==> config.mk <==
export PLATFORM = sky130hd
export DESIGN_NAME = ser_link_tx
export DESIGN_NICKNAME = d
export VERILOG_FILES = /design/src/rtl/ariane_soc_pkg.sv /design/src/rtl/ser_link_credit_cnt.sv /design/src/rtl/ser_link_tx.sv
export SDC_FILE = /design/constraint.sdc
export NUM_CORES = 1
export LEC_CHECK = 0
export ABC_CLOCK_PERIOD_IN_PS = 3800
export CAP_MARGIN = 30
export CORE_AREA = 2 2 111 113
export CTS_BUF_LIST = sky130_fd_sc_hd__clkbuf_2 sky130_fd_sc_hd__clkbuf_4 sky130_fd_sc_hd__clkbuf_8
export DETAILED_ROUTE_END_ITERATION = 16
export DIE_AREA = 0 0 113 115
export PLACE_DENSITY = 0.66
export SYNTH_ARGS = -nofsm -noshare
export SYNTH_HDL_FRONTEND = slang
export SYNTH_HIERARCHICAL = 1
export SYNTH_SLANG_ARGS = --single-unit
==> constraint.sdc <==
create_clock -name clk_i -period 3.8 [get_ports clk_i]
set_input_delay 0.76 -clock clk_i [delete_from_list [all_inputs] [get_ports clk_i]]
set_output_delay 0.76 -clock clk_i [all_outputs]
set_load 0.01 [all_outputs]
==> src/rtl/ariane_soc_pkg.sv <==
// rtl/ariane_soc_pkg.sv - shared serial-link framing constants and types
package ariane_soc;

  localparam int unsigned SerLinkFlitWidth  = 64;
  localparam int unsigned SerLinkNumLanes   = 4;
  localparam int unsigned SerLinkMaxCredits = 8;
  localparam logic [3:0]  SerLinkSof        = 4'hF;
  localparam logic [3:0]  SerLinkIdle       = 4'h0;

  typedef enum logic [1:0] {
    IDLE,
    SOF,
    DATA,
    PARITY
  } ser_link_tx_state_e;

  // Declared MSB-first so that bit l of the packed value is lane l.
  typedef struct packed {
    logic ddr3_o;
    logic ddr2_o;
    logic ddr1_o;
    logic ddr0_o;
  } ser_link_to_pad;

endpackage

==> src/rtl/ser_link_credit_cnt.sv <==
// rtl/ser_link_credit_cnt.sv - saturating credit up/down counter with overflow pulse
module ser_link_credit_cnt #(
  parameter int unsigned MaxCount = 8,
  parameter int unsigned CntW     = $clog2(MaxCount + 1)
) (
  input  logic            i_clk,
  input  logic            i_rst,
  input  logic            i_inc,
  input  logic            i_dec,
  output logic [CntW-1:0] o_count,
  output logic            o_err
);

  logic [CntW-1:0] r_count;
  logic            r_err;

  always_ff @(posedge i_clk) begin
    if (i_rst) begin
      r_count <= CntW'(MaxCount);
      r_err   <= 1'b0;
    end else begin
      r_err <= 1'b0;
      if (i_inc && !i_dec) begin
        if (r_count == CntW'(MaxCount)) begin
          r_err <= 1'b1;
        end else begin
          r_count <= r_count + CntW'(1);
        end
      end else if (i_dec && !i_inc && (r_count != '0)) begin
        r_count <= r_count - CntW'(1);
      end
    end
  end

  assign o_count = r_count;
  assign o_err   = r_err;

endmodule

==> src/rtl/ser_link_tx.sv <==
// rtl/ser_link_tx.sv - serial link transmitter: SOF/data/parity framing with credit flow control
module ser_link_tx import ariane_soc::*; #(
  parameter int unsigned FlitWidth  = SerLinkFlitWidth,
  parameter int unsigned NumLanes   = SerLinkNumLanes,
  parameter int unsigned MaxCredits = SerLinkMaxCredits
) (
  input  logic                               clk_i,
  input  logic                               rst_i,
  input  logic [FlitWidth-1:0]               data_i,
  input  logic                               valid_i,
  output logic                               ready_o,
  input  logic                               credit_return_i,
  output ser_link_to_pad                     pad_o,
  output logic                               busy_o,
  output logic [$clog2(MaxCredits+1)-1:0]    credits_o,
  output logic                               credit_err_o
);

  localparam int unsigned NumBeats = FlitWidth / NumLanes;
  localparam int unsigned BeatW    = $clog2(NumBeats);
  localparam int unsigned CredW    = $clog2(MaxCredits + 1);

  ser_link_tx_state_e   r_state, w_state_nxt;
  logic [BeatW-1:0]     r_beat, w_beat_nxt;
  logic [FlitWidth-1:0] r_shift, w_shift_nxt;
  logic [NumLanes-1:0]  r_parity, w_parity_nxt, w_parity_in;
  logic [NumLanes-1:0]  r_lanes, w_lanes_nxt;
  logic [CredW-1:0]     w_credits;
  logic                 w_accept;

  assign ready_o  = ((r_state == IDLE) || (r_state == PARITY)) && (w_credits != '0) && !rst_i;
  assign w_accept = valid_i && ready_o;

  always_comb begin
    w_parity_in = '0;
    for (int k = 0; k < NumBeats; k++) begin
      w_parity_in = w_parity_in ^ data_i[k*NumLanes +: NumLanes];
    end
  end

  always_ff @(posedge clk_i) begin
    if (rst_i) begin
      r_state  <= IDLE;
      r_beat   <= '0;
      r_shift  <= '0;
      r_parity <= '0;
      r_lanes  <= SerLinkIdle;
    end else begin
      r_state  <= w_state_nxt;
      r_beat   <= w_beat_nxt;
      r_shift  <= w_shift_nxt;
      r_parity <= w_parity_nxt;
      r_lanes  <= w_lanes_nxt;
    end
  end

  // Lanes are computed for the state being entered so the pad beat lines up with r_state.
  always_comb begin
    w_state_nxt  = r_state;
    w_beat_nxt   = r_beat;
    w_shift_nxt  = r_shift;
    w_parity_nxt = r_parity;
    w_lanes_nxt  = SerLinkIdle;
    if (w_accept) begin
      w_shift_nxt  = data_i;
      w_parity_nxt = w_parity_in;
    end
    case (r_state)
      IDLE: begin
        if (w_accept) begin
          w_state_nxt = SOF;
          w_lanes_nxt = SerLinkSof;
        end
      end
      SOF: begin
        w_state_nxt = DATA;
        w_beat_nxt  = '0;
        w_lanes_nxt = r_shift[NumLanes-1:0];
        w_shift_nxt = r_shift >> NumLanes;
      end
      DATA: begin
        if (r_beat == BeatW'(NumBeats - 1)) begin
          w_state_nxt = PARITY;
          w_lanes_nxt = r_parity;
        end else begin
          w_beat_nxt  = r_beat + BeatW'(1);
          w_lanes_nxt = r_shift[NumLanes-1:0];
          w_shift_nxt = r_shift >> NumLanes;
        end
      end
      PARITY: begin
        if (w_accept) begin
          w_state_nxt = SOF;
          w_lanes_nxt = SerLinkSof;
        end else begin
          w_state_nxt = IDLE;
        end
      end
      default: w_state_nxt = IDLE;
    endcase
  end

  ser_link_credit_cnt #(
    .MaxCount (MaxCredits),
    .CntW     (CredW)
  ) u_credit_cnt (
    .i_clk   (clk_i),
    .i_rst   (rst_i),
    .i_inc   (credit_return_i),
    .i_dec   (w_accept),
    .o_count (w_credits),
    .o_err   (credit_err_o)
  );

  assign pad_o     = ser_link_to_pad'(r_lanes);
  assign busy_o    = (r_state != IDLE);
  assign credits_o = w_credits;

endmodule

==> run metrics <==
RSZ-0062 raised after global routing false; post-synthesis register bit count slightly above 80; slowest CP cell clkdlybuf4s50_1; DP Area 5450 sq um; # setup viols final 0; setup TNS 0 ps; share of cells above drive strength 1 between 15 and 20%; Bufs on Longest Clock Path 2; setup bufs post-CTS 0; CTS resizes 0; asr flop ratio synth 0%; Worst-Margin Slew about 850 ps; drt wl/cell roughly 17 um; critical path fanouts, max 5; DR vias/cell 5.27; buffers added on ports 78; Die Wd roughly 110 um; synthesis-to-finish area growth 23.2%; clock share of power 28.0%; Die Footprint 13000 sq um; slowest stage delay, CP roughly 530 ps; first-pass GRT wire length between 15 and 20 mm; vias in the first global route 3540; cts hold-fix bufs 0; largest net degree at the start of global routing 85; IO Count approximately 80; clock sinks 83; Worst R2R End u_credit_cnt/o_count[1]; DRC viols 3; data arrival time of the critical path approximately 2100 ps; Hold Fails Final Rpt 0; distinct cell type count after synthesis between 40 and 50; sequential fraction of the synthesis area between 30 and 40%; Main synth FF type dfxtp_1; Rel. slew slack 43.2%; post-synth top area cell dfxtp_1; reg2reg setup slack roughly 960 ps; root buf cell clkbuf_8; fin nets 594; ratio of final minimum period to clock period 76.1%; Int Pwr around 2.1 mW; Max Cap Violations 0; first-pass iteration count of the detailed router 11; chip height 115 um; Routed Antenna Nets 0; kind of end point of the critical path output pin; pre-CTS setup slack about 760 ps; worst skew pair latency ~360 ps; Fmax ~350 MHz; Critical Path RT ~3000 ps; ant diodes 0; failing checks design-rule violations; sw frac approximately 31%; Reg-to-Reg Start r_state[0]; core footprint between 10000 and 15000 sq um; Final Wtd Congestion approximately 0.8; Startpoint Class flip-flop; Post-DP HPWL around 7.8 mm; Synth top area share a little over a third; Worst Setup Slack, final 909 ps; combinational share of power between 30% and 40%; yosys warns 6; initial antenna violation count 0; top cells by count, synth 83 x dfxtp_1, 74 x nor2_1, 57 x a22oi_1; min cycle time layout 2890 ps; Slew Limit Fails 0; worst-path cell chain inv_1 -> ha_1 -> nor2_1 -> and2_1 -> clkdlybuf4s50_1; Initial Util 39.3%; clk slew on worst S/H paths about 80 ps; GRT Total Usage 17.4%; DRT iter0 DRCs slightly below 200; DRT Wirelength roughly 11 mm; routed vias about 3500; status finished, violations left; Seq pwr share 36.1%; Syn Inst Count ~460; gr ovfl total 0; Sw Pwr ~0.93 mW; Clock Skew roughly 11 ps; Area contributors post-synth dfxtp_1 36%, mux2_4 16%, xnor2_1 10%, a22oi_1 9.2%, nor2_1 6.0%; Tot Pwr roughly 3 mW; CTS buffer count 9; hold path endpoint r_parity[0]; hold depth 2; Syn Nets between 500 and 600; Avg Cell Area, Syn between 10 and 15 sq um; worst-case reg-to-reg path depth 10; design area approximately 5700 sq um; top-count cell post-synth dfxtp_1; Pleak about 2.2 nW; Post-synth EDFFs 0; # rows 40; H-tree levels 3; Power Dens Cells 528 nW/um^2; critical path class flip-flop to output pin; Mapped Area roughly 4600 sq um; worst hold start r_parity[0]; minimum hold slack a little over 500 ps; Max rail drop VDD ~0.00019 V; CTS tree yes; HP Class flip-flop to flip-flop
[cells in the final DEF (no fill, tap or decap), types with 7 or more instances in the layout]
cell type	count
clkdlybuf4s50_1	77
mux2_4	51
ha_1	7
xnor2_1	53
a22oi_1	57
mux2_2	9
nor2_1	74
a21oi_1	13
xor2_1	11
dfxtp_1	83
clkbuf_8	9
[layout make-up]
type                            count  area, sq um
Clock buffer                       10          131
Clock inverter                      6          138
Fill cell                        1088         6090
Inverter                            6         30.0
Multi-Input combinational cell    337         2750
Sequential cell                    83         1660
Tap cell                          147          184
Timing Repair Buffer               82          831
[routing by layer]
layer  vias up  global-route usage [%]  part of all wire (%)
met1      1694                    22.8                    45
met5         -                       0                     0
met4         0                    7.15                   2.3
li1       1739                       -                     -
met2        86                    28.7                    48
met3        18                    2.74                   4.2
[how the worst max path moves through the flow]
| stage | start | to | slack (ps) | cells past startpoint |
|---|---|---|---|---|
| after floorplan | rst_i | u_credit_cnt/o_count[3] | 940 | 12 |
| after global placement | valid_i | u_credit_cnt/o_count[1] | 790 | 8 |
| after detailed placement | valid_i | u_credit_cnt/o_count[1] | 760 | 8 |
| after CTS | r_state[0] | ready_o | 860 | 5 |
| after global routing | r_state[0] | u_credit_cnt/o_count[1] | 660 | 10 |
| final | r_state[0] | ready_o | 910 | 5 |
[power by group through the flow]
stage          Combinational, mW  Clock (mW)  Sequential, mW
5_1_grt                     1.18       0.890            1.11
6_report                    1.08       0.845            1.09
2_1_floorplan              0.816           0            1.09
4_1_cts                     1.09       0.861            1.09
3_5_place_dp                1.08           0            1.11
3_3_place_gp                1.05           0            1.10
[metrics by stage]
step | std cells | utilization, %
5_1_grt | 671 | 48.4
6_report | 671 | 48.4
3_3_place_gp | 654 | 46.0
2_1_floorplan | 456 | -
4_1_cts | 671 | 48.4
3_5_place_dp | 655 | 46.2
[critical path, delay by kind of cell (launching register included)]
kind / cells / cell delay, ps
buffers and inverters: 2 / 620
DFF: 1 / 400
and+or+nand+nor: 2 / 400
adders and majority gates: 1 / 360
[flip-flops by register name, summed over array words and instances (netlist names)]
signal and count:
pad_o 4, u_credit_cnt/o_err 1, r_state 2, r_parity 4, r_shift 64, u_credit_cnt/o_count 4, r_beat 4
[cell families (layout without fill, tap and decap cells)]
logic type	Yosys count	in the layout	share of synthesized area, %
AOI/OAI and AO/OA	92	92	14.4
and+or+nand+nor	108	108	10.8
muxes	66	66	20.0
xor gates and xnor gates	64	64	12.1
buffers and inverters	36	104	5.15
DFF	83	83	35.8
adders and majority gates	7	7	1.89
No activity file was read; power rests on OpenSTA's default activity.
